===== config.mk =====
export PLATFORM = sky130hd
export DESIGN_NAME = decoder_n_seq
export DESIGN_NICKNAME = d
export VERILOG_FILES = /design/src/rtl/decoder_pkg.sv /design/src/rtl/decoder_hold_cnt.sv /design/src/rtl/decoder_n_seq.sv
export SDC_FILE = /design/constraint.sdc
export NUM_CORES = 1
export LEC_CHECK = 0
export ABC_AREA = 1
export CORE_AREA = 3 3 54 56
export DETAILED_ROUTE_END_ITERATION = 10
export DIE_AREA = 0 0 57 59
export PLACE_DENSITY = 0.69
export SLEW_MARGIN = 20
export SYNTH_ARGS = -nofsm -noshare
export SYNTH_HDL_FRONTEND = slang
export SYNTH_SLANG_ARGS = --single-unit
export TNS_END_PERCENT = 5

===== constraint.sdc =====
create_clock -name clk -period 1.5 [get_ports clk]
set_input_delay 0.375 -clock clk [delete_from_list [all_inputs] [get_ports clk]]
set_output_delay 0.375 -clock clk [all_outputs]
set_load 0.01 [all_outputs]

===== src/rtl/decoder_pkg.sv =====
// Shared types and helpers for the decoder_n_seq family: FSM state encoding,
// legal index-width range, and the binary-to-one-hot helper.
package decoder_pkg;

    localparam int N_IN_MIN  = 1;
    localparam int N_IN_MAX  = 8;
    localparam int OUT_W_MAX = 1 << N_IN_MAX;

    typedef enum logic [1:0] {
        IDLE = 2'd0,
        HOLD = 2'd1,
        SCAN = 2'd2
    } state_t;

    // Callers truncate the result to their own OUT_W.
    function automatic logic [OUT_W_MAX-1:0] onehot(input logic [N_IN_MAX-1:0] idx);
        logic [OUT_W_MAX-1:0] v;
        v      = '0;
        v[idx] = 1'b1;
        return v;
    endfunction

endpackage


===== src/rtl/decoder_hold_cnt.sv =====
// Loadable down-counter with a zero flag; it paces both single-decode holds
// and each scan position.
module decoder_hold_cnt #(
    parameter int HOLD_CYCLES = 1,
    localparam int CNT_W = (HOLD_CYCLES > 1) ? $clog2(HOLD_CYCLES) : 1
) (
    input  logic clk,
    input  logic rst,
    input  logic load,
    input  logic dec,
    output logic zero
);

    localparam logic [CNT_W-1:0] RELOAD = CNT_W'(HOLD_CYCLES - 1);

    logic [CNT_W-1:0] cnt;

    // Load wins over decrement; the counter parks at zero rather than wrapping.
    always_ff @(posedge clk or posedge rst) begin
        if (rst) begin
            cnt <= '0;
        end else if (load) begin
            cnt <= RELOAD;
        end else if (dec && !zero) begin
            cnt <= cnt - CNT_W'(1);
        end
    end

    assign zero = (cnt == '0);

endmodule


===== src/rtl/decoder_n_seq.sv =====
// Registered N_IN-to-2**N_IN one-hot decoder with a programmable hold time,
// en/ready input handshake and a scan mode that walks every output position.
module decoder_n_seq
    import decoder_pkg::*;
#(
    parameter int N_IN        = 3,
    parameter int HOLD_CYCLES = 1,
    localparam int OUT_W = 1 << N_IN
) (
    input  logic             clk,
    input  logic             rst,
    input  logic [N_IN-1:0]  din,
    input  logic             en,
    input  logic             mode,
    output logic             ready,
    output logic [OUT_W-1:0] dout,
    output logic             vld,
    output logic             scan_done
);

    if (N_IN < N_IN_MIN || N_IN > N_IN_MAX) begin : g_bad_n_in
        $error("decoder_n_seq: N_IN=%0d outside legal range %0d..%0d", N_IN, N_IN_MIN, N_IN_MAX);
    end
    if (HOLD_CYCLES < 1) begin : g_bad_hold
        $error("decoder_n_seq: HOLD_CYCLES=%0d must be at least 1", HOLD_CYCLES);
    end

    localparam logic [N_IN-1:0] STEP_LAST = N_IN'(OUT_W - 1);

    // Handshake: a transfer happens on a rising clk edge where en and ready are
    // both high; ready depends only on registered state, never on en/din/mode.
    state_t           state_q, state_d;
    logic [OUT_W-1:0] dout_q, dout_d;
    logic             vld_q, vld_d;
    logic             done_q, done_d;
    logic [N_IN-1:0]  step_q, step_d;
    logic             hc_load, hc_dec, hc_zero;
    logic             ready_int;
    logic             xfer;

    decoder_hold_cnt #(
        .HOLD_CYCLES(HOLD_CYCLES)
    ) u_hold_cnt (
        .clk  (clk),
        .rst  (rst),
        .load (hc_load),
        .dec  (hc_dec),
        .zero (hc_zero)
    );

    assign ready_int = (state_q == IDLE) || (state_q == HOLD && hc_zero);
    assign xfer      = en && ready_int;

    always_ff @(posedge clk or posedge rst) begin
        if (rst) begin
            state_q <= IDLE;
            dout_q  <= '0;
            vld_q   <= 1'b0;
            done_q  <= 1'b0;
            step_q  <= '0;
        end else begin
            state_q <= state_d;
            dout_q  <= dout_d;
            vld_q   <= vld_d;
            done_q  <= done_d;
            step_q  <= step_d;
        end
    end

    always_comb begin
        state_d = state_q;
        dout_d  = dout_q;
        vld_d   = vld_q;
        done_d  = 1'b0;
        step_d  = step_q;
        hc_load = 1'b0;
        hc_dec  = 1'b0;

        // din is only looked at on a transfer, so garbage on it elsewhere is inert.
        if (xfer) begin
            dout_d  = OUT_W'(onehot(N_IN_MAX'(din)));
            vld_d   = 1'b1;
            hc_load = 1'b1;
            if (mode) begin
                state_d = SCAN;
                step_d  = '0;
            end else begin
                state_d = HOLD;
            end
        end else begin
            case (state_q)
                HOLD: begin
                    if (!hc_zero) begin
                        hc_dec = 1'b1;
                    end else begin
                        dout_d  = '0;
                        vld_d   = 1'b0;
                        state_d = IDLE;
                    end
                end
                SCAN: begin
                    if (!hc_zero) begin
                        hc_dec = 1'b1;
                    end else if (step_q != STEP_LAST) begin
                        dout_d  = {dout_q[OUT_W-2:0], dout_q[OUT_W-1]};
                        step_d  = step_q + N_IN'(1);
                        hc_load = 1'b1;
                    end else begin
                        dout_d  = '0;
                        vld_d   = 1'b0;
                        done_d  = 1'b1;
                        state_d = IDLE;
                    end
                end
                default: ;
            endcase
        end
    end

    assign ready     = ready_int;
    assign dout      = dout_q;
    assign vld       = vld_q;
    assign scan_done = done_q;

endmodule


# ---- Yosys cells after proc, flatten, opt, wreduce, memory -nomap -nowiden
# Index checks and enable logic that the tools add are counted.
dict set report op_classes {
  add_sub_neg 2
  magnitude_cmp 2
  eq_ne 8
  mux 36
  bitwise_logic 1
  reduce_logical 14
}
# operator count
set ops {}
lappend ops {{$mux W8} 4}
lappend ops {{$mux W1} 18}
lappend ops {{$pmux W8 S2} 1}
lappend ops {{$mux W3} 5}
lappend ops {{$ne A3 B3 Y1 const B} 4}
lappend ops {{$mux W2} 5}
lappend ops {{$lt A3 B9 Y1 const B} 1}
lappend ops {{$reduce_and A4 Y1} 2}
lappend ops {{$reduce_bool A2 Y1} 3}
lappend ops {{$logic_and A1 B1 Y1} 4}
lappend ops {{$ne A2 B2 Y1 const B} 2}
lappend ops {{$pmux W2 S2} 1}
lappend ops {{$add A3 B1 Y3 const B} 1}
lappend ops {{$demux W1 S3} 1}
lappend ops {{$ge A3 B1 Y1 const B} 1}
lappend ops {{$reduce_and A3 Y1} 1}
lappend ops {{$reduce_bool A3 Y1} 1}
lappend ops {{$eq A2 B1 Y1 const B} 1}
lappend ops {{$eq A2 B2 Y1 const B} 1}
lappend ops {{$logic_not A2 Y1} 1}
lappend ops {{$pmux W1 S2} 1}
lappend ops {{$reduce_or A2 Y1} 1}
lappend ops {{$logic_or A1 B1 Y1} 1}
lappend ops {{$not A1 Y1} 1}
lappend ops {{$sub A1 B1 Y1 const B} 1}
dict set report word_totals {
  register_bits 16
  output_inout_bits 11
  elab_cells 69
}

# ---- Depth between registers and ports, before layout
# Gate-level depths: netlist (run 1).
dict set report depth {
  depth_word 8
  depth_mapped 10
  depth_no_buf 9
}

# ---- Hierarchy
# Synthesis (run 1) repeated with hierarchy kept, for this count alone.
dict set report unflattened {
  cells_unflattened 138
  hier_area_um2 998.5
}
# mod instances cells_each area_per_inst_um2 seq_area_each_um2
set modules_own_cells {}
lappend modules_own_cells {decoder_n_seq 1 132 952.2 375.4}
lappend modules_own_cells {decoder_hold_cnt 1 6 46.3 25.0}

# ---- Worst setup path before layout (run 1)
# Ideal clock, no wire load.
dict set report synth_timing {
  path_type {reg2reg}
  from {register step_q[0]}
  to {register dout_q[4] (netlist: dout[4])}
  setup_ns 0.065
  arrival_ns 1.345
  required_ns 1.435
  slack_ns 0.090
  stages_incl_launch_ff 11
  n_path_buf 1
  period_less_slack_ns 1.410
  cell_sequence {dfrtp_1 -> ha_1 -> ha_1 -> inv_1 -> buf_4 -> nand2_1 -> nor2_1 -> nand2_2 -> o21ai_2 -> nand2_1 -> nand2_1}
}
dict set report synth_via {
  elab_chain_cells 5
}
# element line
set synth_lines {}
lappend synth_lines {{start, declared} decoder_n_seq.sv:36} ;# logic [N_IN-1:0] step_q, step_d;
lappend synth_lines {{start signal, assigned} decoder_n_seq.sv:66} ;# step_q <= step_d;
lappend synth_lines {{$ne A3 B3 Y1} decoder_n_seq.sv:104} ;# end else if (step_q != STEP_LAST) begin
lappend synth_lines {{$mux W8} decoder_n_seq.sv:104}
lappend synth_lines {{$mux W8} decoder_n_seq.sv:102} ;# if (!hc_zero) begin
lappend synth_lines {{$pmux W8 S2} decoder_n_seq.sv:91} ;# case (state_q)
lappend synth_lines {{$mux W8} decoder_n_seq.sv:80} ;# if (xfer) begin
lappend synth_lines {{end signal, assigned} decoder_n_seq.sv:63} ;# dout_q <= dout_d;
lappend synth_lines {{end, declared} decoder_n_seq.sv:33} ;# logic [OUT_W-1:0] dout_q, dout_d;
# No other way between the ends. The select of a mux whose other input is x is not followed.
# A chain may end at the register's enable or synchronous reset.

# ---- Final worst setup path (run 1)
dict set report layout_timing {
  from {register state_q[0]}
  to {output port ready}
}
dict set report layout_via {
  elab_chain_cells 3
  word_cells_on_any_way 4
  classes_between {1 x eq/ne; 3 x reduce/logical}
}
# element line
set layout_lines {}
lappend layout_lines {{start, declared} decoder_n_seq.sv:32} ;# state_t state_q, state_d;
lappend layout_lines {{start signal, assigned} decoder_n_seq.sv:62} ;# state_q <= state_d;
lappend layout_lines {{$eq A2 B1 Y1} decoder_n_seq.sv:51} ;# assign ready_int = (state_q == IDLE) || (state_q == HOLD && hc_zero);
lappend layout_lines {{$logic_and A1 B1 Y1} decoder_n_seq.sv:51}
lappend layout_lines {{$logic_or A1 B1 Y1 (*)} decoder_n_seq.sv:51}
lappend layout_lines {{end, declared} decoder_n_seq.sv:15} ;# output logic ready,
# Every way passes the cells marked *; elsewhere a longest branch is shown, timed or not.

==> impl_metrics.tcl, run 1 <==
set metrics [dict create \
    ff2ff_path_depth 10 \
    clock_latency_ps 290 \
    syn-num-nets 154 \
    syn_area_um2 1090 \
    slew_headroom_pct 85.5 \
    grt_pass1_wl_um 3970 \
    antenna_left 0 \
    place_ws_ps -167 \
    start_kind "register" \
    p_total_mw 2.45 \
    path_clk_slew_ps 100 \
    nNetsFinal 189 \
    hpwl_um 1690 \
    cts_tree "yes" \
    dp_cells 198 \
    cts_made_buffers 3 \
    ctsHoldBuffers 0 \
    vias 994 \
    fin_util_pct 61.9 \
    die_y_um 59 \
    drive_gt1_share_pct 37.4 \
    worstHoldPathType "primary input to async pin" \
    synth_most_common_cell "nand2_1" \
    cts_sinks 16 \
    clock_path_buffers 2 \
    required_ps 1120 \
    via_per_inst 4.87 \
    avgRoutedWirePerCell_um 12.5 \
    leakage_nw 0.796 \
    period_minus_slack_ps 1550 \
    synthFlopType "dfrtp_1" \
    syn-instance-count 141 \
    worst_pin_slew_ps 216 \
    rows 18 \
    clock_skew_ps 5.65 \
    synth.area.top_cells "dfrtp_1, nand2_1, ha_1" \
    synth-seq-cells 16 \
    synth_common_cells "nand2_1, dfrtp_1, inv_1" \
    grt_max_degree 17 \
    ios 18 \
    first_pass_iters 4 \
    grt_setup_unrepaired "true" \
    arrival_ps 1170 \
    post_dp_cell_area_um2 1380 \
    yosys.area.top_type_share_pct 36.8 \
    yosysWarnings 0 \
    h-tree-depth 1 \
    status "finished with violations" \
    violations "setup timing" \
    drt_wl_total_um 2550 \
    setup_viol 4 \
    grt_pass1_vias 935 \
    drc 0 \
    fin_ws_ps -49.7 \
    drv_cap 0 \
    synth_top_area_cell "dfrtp_1" \
    place_congestion 0.792 \
    syn2layout_area_growth_pct 40.9 \
    start_util_pct 43.9 \
    insertedDiodeCount 0 \
    hold_violations 0 \
    drt-initial-drc-count 18 \
    synth_edf_count 0 \
    overflow 0 \
    core_um2 2480 \
    worstPathMaxFanout 3 \
    design_area_um2 1530 \
    cts_root_buffer "clkbuf_4" \
    die_w_um 57 \
    portBuffers 17 \
    fin_crit_sh_pct 103 \
    yosysSeqAreaShare_pct 36.8 \
    worst-setup-path-type "register to output pin" \
    end_kind "output pin" \
    track_usage_pct 15.0 \
    fin_cells 204 \
    slew_viol_final 0 \
    antenna_found_initial 0 \
    syn_area_per_cell_um2 7.72 \
    synth_async_sr_flop_share_pct 100 \
    synth_cell_types 20 \
    die_area_um2 3360 \
    power_per_cell_area_nw_per_um2 1600 \
    max-vdd-ir-drop_mv 1.23 \
    fmax_ghz 0.645 \
]
[state kept, by name (all words and copies together) (netlist names)]
signal / cells
vld: 1
state_q: 2
scan_done: 1
dout: 8
u_hold_cnt.cnt: 1
step_q: 3
[worst max-delay path: stages (launching register included)]
cell     delay, ps
dfrtp_2        460
ha_4           180
nand2_4         70
nand2_4         60
buf_6          110
[power by group]
group | switching, mW | internal, mW | total [mW]
logic | 0.861 | 0.736 | 1.60
clock network | 0.139 | 0.0933 | 0.232
registers | 0.0848 | 0.535 | 0.620
total | 1.08 | 1.36 | 2.45
[logic make-up (layout without fill, tap and decap cells)]
logic type                 count (synthesis)  count (layout)  share of synthesized area (%)
AOI/OAI and AO/OA                          9               9                           6.90
adders and majority gates                  6               6                           6.90
buffers and inverters                     21              54                           10.1
DFF                                       16              16                           36.8
and+or+nand+nor                           89              89                           39.3
[cell type report]
type,instances,area [um2]
clock buffers,3,22.5
fillers,214,943
inverters,16,65.1
multi-input cells,104,663
flip-flops and latches,16,402
well taps,30,37.5
repair buffers,35,344
[cells in the final DEF (no fill, tap or decap), types with 2 or more instances in the layout]
| cell type | n |
|---|---|
| nand2_1 | 44 |
| dfrtp_1 | 15 |
| buf_4 | 13 |
| nand3_1 | 11 |
| dlygate4sd2_1 | 10 |
| nand2_2 | 9 |
| inv_1 | 8 |
| nor2_1 | 8 |
| o21ai_2 | 7 |
| inv_2 | 6 |
| nand2_4 | 6 |
| clkdlybuf4s50_1 | 6 |
| ha_4 | 4 |
| nor2_2 | 3 |
| nand3_2 | 3 |
| nand4_1 | 3 |
| clkbuf_4 | 3 |
| buf_6 | 3 |
| inv_4 | 2 |
| buf_12 | 2 |
[what timing repair did]
action / 4_1_cts / 5_1_grt
setup buffers: 0 / 2
gates resized for setup: 30 / 12
endpoints found under the setup margin: 22 / 15
cloned: 0 / 1
pin swaps: 1 / 5
[metrics by stage]
stage	hold slack (ps)	TNS [ps]
floorplan	289	0
global placement	460	-311
detailed placement	473	-585
CTS	391	-352
global route	403	-933
finish	386	-63.3
[layer usage]
layer | global-route usage (%) | vias up | wire length, um
met3 | 2.61 | 2 | 69
met1 | 19.5 | 465 | 1150
met5 | 0 | - | 0
met4 | 6.95 | 0 | 15
li1 | - | 508 | -
met2 | 24.3 | 19 | 1310
[final timing paths]
path / from / slack, ps / endpoint
worst max register to register: state_q[0] / -10 / dout[0]
max in group asynchronous: rst / 920 / state_q[0]
worst min-delay path: rst / 390 / scan_done
worst min register to register: vld / 490 / vld
worst max-delay path: state_q[0] / -50 / ready
min in group clk: vld / 490 / vld
Note: power is estimated with default switching activity, not from simulation.
==> run 2: changes to the inputs <==
Settings changed: CAP_MARGIN set to 20.
==> results of run 2 <==
Final layout, timing and power as in run 1 (identical DEF).
==> run 3: changes to the inputs <==
Settings changed: CORE_AREA 3 3 54 56 to 3 3 52 54, DIE_AREA 0 0 57 59 to 0 0 55 57, SYNTH_HIERARCHICAL set to 1.
==> run 3 against run 2 <==
Net effect:
- the run still ends with setup timing left
- flip-flop and latch count unchanged
- clock power increased by 23%
- largest cell class unchanged
- routed wire length is 7.0% lower
- final cell count is 1.5% lower
- critical endpoint unchanged
- die area is 6.8% lower
- via count up 1.9%
- sequential share of layout area up 2.0 points
- first-iteration DRC count grew 11%
- synthesized cell count is 2.1% lower
- non-clock buffer count is 1 lower
==> impl_metrics.tcl, run 3 <==
set metrics [dict create \
    setup_viol 1 \
    worst_pin_slew_ps 206 \
    drc 0 \
    cts_sinks 16 \
    ctsHoldBuffers 0 \
    drt-initial-drc-count 20 \
    cts_tree "yes" \
    fmax_ghz 0.657 \
    largest_reg_flops 8 \
    synth_common_cells "nand2_1, dfrtp_1, inv_1" \
    met2WireLength_um 1230 \
    cts_made_buffers 3 \
    synth-seq-cells 16 \
    fin_crit_sh_pct 101 \
    syn-instance-count 138 \
    drive_gt1_share_pct 25.4 \
    ff2ff_setup_slack_ps 30 \
    status "finished with violations" \
    ff2ff_path_depth 10 \
    synth.area.top_cells "dfrtp_1, nand2_1, ha_1" \
    syn-num-nets 150 \
    grt_max_degree 25 \
    fin_util_pct 63.1 \
    first_pass_iters 4 \
    syn_area_um2 998 \
    rows 17 \
    place_congestion 0.760 \
    ios 18 \
    synth_most_common_cell "nand2_1" \
    grt_pass1_vias 970 \
    start_util_pct 44.3 \
    syn2layout_area_growth_pct 42.5 \
    synthFlopType "dfrtp_1" \
    synth_edf_count 0 \
    drv_cap 0 \
    hold_violations 0 \
    arrival_ps 1150 \
    avgRoutedWirePerCell_um 11.8 \
    hpwl_um 1740 \
    fin_setup_tns_ps -22.1 \
    track_usage_pct 17.0 \
    yosysWarnings 6 \
    fin_hold_ws_ps 232 \
    core_um2 2250 \
    worstPathMaxFanout 3 \
    cts_root_buffer "clkbuf_4" \
    violations "setup timing" \
    r2r-end "dout[4]" \
    die_area_um2 3140 \
    synth_cell_types 16 \
    required_ps 1120 \
    path_clk_slew_ps 100 \
    worst-setup-path-type "register to output pin" \
    grt_setup_unrepaired "true" \
    vias 1013 \
    slew_headroom_pct 86.3 \
    reg2reg_from "state_q[0]" \
    top_layer "met4" \
    worstHoldPathType "primary input to async pin" \
    fin_ws_ps -22.1 \
    syn_area_per_cell_um2 7.24 \
    clock_path_buffers 2 \
    synth_async_sr_flop_share_pct 100 \
    start_kind "register" \
    max-vdd-ir-drop_mv 1.25 \
    via_per_inst 5.04 \
    wl_met3_um 100 \
    antenna_left 0 \
    die_w_um 55 \
    synth_top_area_cell "dfrtp_1" \
    end_kind "output pin" \
    die_y_um 57 \
    insertedDiodeCount 0 \
    leakage_nw 0.739 \
    grt_pass1_wl_um 4050 \
    yosysSeqAreaShare_pct 40.1 \
    clock_skew_ps 6.61 \
    power_per_cell_area_nw_per_um2 1590 \
    drt_wl_total_um 2370 \
    p_total_mw 2.27 \
    yosys.area.top_type_share_pct 40.1 \
    mostFrequentLayoutCell "nand2_1" \
    portBuffers 17 \
    period_minus_slack_ps 1520 \
    antenna_found_initial 0 \
    slew_viol_final 0 \
    h-tree-depth 1 \
    most-common-layout-cells "nand2_1, dfrtp_1, buf_4" \
    nNetsFinal 186 \
    met1_length_um 1000 \
    clock_latency_ps 290 \
    overflow 0 \
]
-- run 3: cell families after synthesis --
family | count (synthesis) | synth area share [%]
AOI/OAI and AO/OA | 12 | 6.39
adders and majority gates | 5 | 6.27
buffers and inverters | 19 | 9.02
DFF | 16 | 40.1
and+or+nand+nor | 86 | 38.2
-- run 3: layout make-up --
type                    count  area (um2)
well taps                  28        35.0
flip-flops and latches     16         402
multi-input cells         103         564
inverters                  16        61.3
clock buffers               4        36.3
fillers                   211         832
repair buffers             34         324
-- run 3: how the worst max path moves through the flow --
stage / from / to / slack [ps] / cells past startpoint
after floorplan: state_q[1] / u_hold_cnt/cnt / 110 / 9
after global placement: state_q[1] / ready / -130 / 5
after detailed placement: state_q[1] / ready / -150 / 5
after CTS: state_q[1] / ready / -70 / 5
after global routing: state_q[1] / ready / -90 / 5
final: state_q[0] / ready / -20 / 4
-- run 3: stage by stage --
| step | setup slack (ps) | instance area, um2 | instances |
|---|---|---|---|
| 3_5_place_dp | -154 | 1320 | 194 |
| 5_1_grt | -90.9 | 1420 | 201 |
| 3_3_place_gp | -129 | 1320 | 194 |
| 4_1_cts | -67.1 | 1350 | 199 |
| 6_report | -22.1 | 1420 | 201 |
| 2_1_floorplan | 106 | 998 | 138 |
-- run 3: power breakdown --
part / leakage [nW] / total (mW) / internal (mW) / switching (mW)
Sequential: 0.213 / 0.634 / 0.549 / 0.0853
Combinational: 0.505 / 1.35 / 0.628 / 0.718
Clock: 0.0210 / 0.286 / 0.148 / 0.139
Total: 0.739 / 2.27 / 1.32 / 0.941
-- run 3: timing repair --
| item | 4_1_cts | 5_1_grt |
|---|---|---|
| setup buffers | 1 | 2 |
| endpoints found under the setup margin | 20 | 15 |
| gates resized for setup | 20 | 14 |
| pin swaps | 0 | 2 |
-- run 3: metal layers --
metal,up-vias,track usage (%)
met5,-,0
met4,0,4.17
met3,4,2.35
met2,18,30.2
met1,477,21.0
li1,514,-
-- run 3: worst max-delay path, stage by stage (launching register included) --
cell and delay, ps:
dfrtp_2 450, ha_4 180, nand2_4 70, nand2_4 50
buf_6 110
==> RTL change 1: new RTL, config.mk and constraints of run 3 <==
Encoding of `state_t`: now one-hot (3 bits for 3 states).
--- a/src/rtl/decoder_pkg.sv
+++ b/src/rtl/decoder_pkg.sv
@@ -6,10 +6,10 @@
     localparam int N_IN_MAX  = 8;
     localparam int OUT_W_MAX = 1 << N_IN_MAX;
 
-    typedef enum logic [1:0] {
-        IDLE = 2'd0,
-        HOLD = 2'd1,
-        SCAN = 2'd2
+    typedef enum logic [2:0] {
+        IDLE = 3'b001,
+        HOLD = 3'b010,
+        SCAN = 3'b100
     } state_t;
 
     // Callers truncate the result to their own OUT_W.
Formal check against the unedited RTL: same outputs for any inputs over 10 cycles, from zero or initial values and one cycle with rst high; not proved beyond that.
==> RTL change 1 against run 3 <==
- count of clock-buffer cells in the layout is 1 lower
- design area decreased by 6.2%
- the flow still finishes with violations (negative setup slack)
- routed wire length decreased by 4.5%
- synthesized area did not move
- worst setup slack worse by 0.051 ns
- sequential cell count rose by 1
- non-clock buffer count shrank 4
Power is not compared: it rests on default switching activity, and its combinational part moved more than twofold at a synthesized area within 25%.
==> RTL change 1: results <==
metrics = {
    "layout": {
        "drive_gt1_frac": 0.2176,
        "fill_cells": 220,
        "stdcell_count": 198,
        "nNetsFinal": 180,
    },
    "drt": {
        "drt-initial-drc-count": 33,
        "drtPass1Iterations": 6,
        "routedWlPerCell_um": 11.42,
        "via_count": 962,
    },
    "timing": {
        "finalSetupViolCount": 1,
        "layout_setup_ws_ns": -0.07336,
        "max-slew-margin-rel": 0.8044,
        "clock_skew_ns": 0.01156,
    },
    "critical_path": {
        "startpoint": "state_q[0]",
        "crit_arrival_ns": 1.20,
    },
    "global_route": {
        "grt_pass1_wl_mm": 3.822,
        "grt_pass1_vias": 881,
        "grtUsageTotal": 0.1610,
    },
    "synthesis": {
        "synth_common_cells": "nand2_1 (64), inv_1 (17), dfrtp_1 (16), nand4_1 (12), nor2_1 (8)",
        "synth_nets": 148,
        "ys_seq_area_frac": 0.4273,
        "synthTopCellsByArea": "dfrtp_1 (40%), nand2_1 (24%), nand4_1 (7.5%)",
        "synth_cell_type_count": 18,
    },
    "run_status": {
        "violations": "negative setup slack",
        "status": "finished with violations",
    },
    "clock_tree": {
        "cts_setup_buffers": 0,
    },
    "placed_design": {
        "dp_hpwl_mm": 1.690,
        "post_dp_cell_area_mm2": 0.001277,
    },
}
==> RTL change 1: worst paths after layout <==
| path | endpoint | slack (ns) | cells after the start |
|---|---|---|---|
| max in group asynchronous | step_q[0] | 0.73 | 3 |
| min in group clk | vld | 0.49 | 2 |
| setup / recovery | ready | -0.07 | 3 |
| hold reg to reg | vld | 0.49 | 2 |
| hold / removal | u_hold_cnt/cnt | 0.23 | 2 |
| setup reg to reg | step_q[0] | 0.07 | 10 |
==> RTL change 1: cell families (layout without fill, tap and decap cells) <==
family / count (synthesis) / in the layout / share of synthesized area
and+or+nand+nor: 98 / 98 / 0.4499
AOI/OAI and AO/OA: 2 / 2 / 0.01003
buffers and inverters: 20 / 51 / 0.08772
DFF: 17 / 17 / 0.4273
adders and majority gates: 2 / 2 / 0.02506
==> RTL change 1: routing by layer <==
layer,part of all wire,global-route usage
met1,0.51,0.2475
met2,0.44,0.2297
met3,0.031,0.01567
met4,0.022,0.06250
met5,0,0
==> RTL change 1: critical path, cell delays in order, from the launching register on <==
cell     delay, ns
dfstp_2       0.56
nand2_2       0.06
a21oi_2       0.14
buf_2         0.15
==> RTL change 1: power breakdown <==
part | leakage (nW) | switching, mW | internal (mW)
logic | 0.477 | 0.0274 | 0.0212
registers | 0.192 | 0 | 0.458
clock network | 0.0177 | 0.153 | 0.0994
==> RTL change 1: what timing repair did <==
action	in CTS	in global routing
pin swaps	2	2
resized for setup	17	12
hold endpoints to repair	0	0
endpoints found under the setup margin	11	17
==> RTL change 1: layout make-up <==
class / instances / area (um2) / area share
clock buffers: 3 / 22.52 / 0.01689
well taps: 28 / 35.03 / 0.02627
clock inverters: 1 / 5.005 / 0.003752
repair buffers: 30 / 257.7 / 0.1932
inverters: 17 / 63.81 / 0.04784
flip-flops and latches: 17 / 426.7 / 0.3199
multi-input cells: 102 / 523.0 / 0.3921
==> RTL change 1: through the flow <==
| stage | worst slack [ns] | TNS, ns | power, mW |
|---|---|---|---|
| floorplan | 0.1813 | 0 | 0.4877 |
| global placement | -0.1807 | -0.7106 | 0.5152 |
| detailed placement | -0.2280 | -0.8156 | 0.5163 |
| CTS | -0.07655 | -0.07655 | 0.7771 |
| global route | -0.1535 | -0.2105 | 0.7976 |
| finish | -0.07336 | -0.07336 | 0.7591 |
==> RTL change 2: new RTL, config.mk and constraints of run 3 <==
Made on the original files. Change the parameter `N_IN` from 3 to 2.
--- a/src/rtl/decoder_n_seq.sv
+++ b/src/rtl/decoder_n_seq.sv
@@ -3,7 +3,7 @@
 module decoder_n_seq
     import decoder_pkg::*;
 #(
-    parameter int N_IN        = 3,
+    parameter int N_IN        = 2,
     parameter int HOLD_CYCLES = 1,
     localparam int OUT_W = 1 << N_IN
 ) (
Ports: changed (resized din and dout); port bits go from 18 to 13. No check against the original RTL was run, so the function may have changed too.
==> RTL change 2 against run 3 <==
- the run still ends with negative setup slack left
- synthesized area decreased by 31%
- design area decreased by 31%
- largest power group unchanged
- sequential cell count down 5
- routed wire length decreased by 30%
- synthesized cell count fell by 32%
- via count down 35%
- worst setup slack got worse by 0.021 ns
- hold slack better by 0.030 ns
- power shrank 23%
==> RTL change 2: results <==
metrics = {
    "placed_design": {
        "dp_hpwl_mm": 1.158,
        "gp_congestion": 0.7425,
        "dp_worst_setup_slack_ns": -0.1660,
        "place_inst": 140,
        "port_buffers": 12,
    },
    "synthesis": {
        "synth_area_per_cell_um2": 7.294,
        "synth_common_cells": "nand2_1 (37), inv_1 (15), dfrtp_1 (11), nor2_1 (7)",
        "synth_nets": 104,
        "ys_async_sr_fraction": 1.000,
        "synthCells": 94,
        "synthTopCellsByArea": "dfrtp_1 (40%), nand2_1 (20%), inv_1 (8.2%)",
        "synth_fa_ha_area_frac": 0.07299,
        "synth_compound_area_frac": 0.06752,
        "synth_cell_type_count": 14,
    },
    "drt": {
        "via_count": 663,
        "routedWlPerCell_um": 11.24,
        "drtPass1Iterations": 2,
        "drt-initial-drc-count": 1,
        "vias_per_cell": 4.510,
    },
    "critical_path": {
        "max_stage_delay_ns": 0.40,
        "crit_arrival_ns": 1.17,
        "path_max_fanout": 2,
        "slowest_stage": "dfrtp_1",
    },
    "run_status": {
        "status": "finished with violations",
        "violations": "negative setup slack",
    },
    "layout": {
        "nonClockBufferCount": 21,
        "drive_gt1_frac": 0.2521,
        "largest_reg_flops": 4,
        "nonClkBufAreaFrac": 0.1852,
        "nNetsFinal": 130,
        "multi_input_area_um2": 402.9,
        "clkCellAreaFrac": 0.02682,
        "fill_cells": 240,
        "num-multi-input-gates": 68,
        "inv_count": 15,
        "final_area_um2": 979.7,
        "seq_area_um2": 275.3,
    },
    "clock_tree": {
        "clock_latency_ns": 0.27,
        "cts_resized": 15,
        "cts_sinks": 11,
        "clk_pin_slew_worst_paths_ns": 0.08,
        "cts_buffer_depth": 2,
    },
    "global_route": {
        "grt_max_degree": 18,
        "grt_pass1_wl_mm": 2.470,
        "antenna_found_initial": 0,
        "grtUsageTotal": 0.1092,
        "grt_pass1_vias": 608,
    },
    "power": {
        "irDropWorstVdd_mv": 0.7369,
        "p_leak_nw": 0.5190,
    },
    "timing": {
        "worst_pin_slew_ns": 0.3846,
        "layout_setup_ws_ns": -0.04268,
        "timing.setup.tns_ns": -0.04268,
        "finalSetupViolCount": 1,
    },
}
## RTL change 2: cell types whose count changed after synthesis, sizes merged, moves of 2 or more
cell	before	now
nand4	8	4
nand2	55	41
o21ai	12	7
clkinv	2	0
nand3	10	2
nor2	12	8
buf	3	1
dfrtp	16	11
## RTL change 2: path summary, 6_finish.rpt
check,to,start,slack [ns],depth (start not counted)
setup / recovery,ready,state_q[1],-0.04,5
hold / removal,u_hold_cnt/cnt,rst,0.26,2
setup reg to reg,dout[2],state_q[0],0.03,10
hold reg to reg,vld,vld,0.47,2
max in group asynchronous,dout[3],rst,0.82,2
min in group clk,vld,vld,0.47,2
## RTL change 2: per-layer routing
layer  share of wire  track usage
met5               0            0
met1            0.42       0.1299
met3           0.041      0.02350
met2            0.51       0.1757
met4           0.024      0.06250
## RTL change 2: report_power, final
part           internal [mW]  switching, mW
Clock                  0.103          0.108
Sequential             0.398         0.0747
Combinational          0.471          0.593
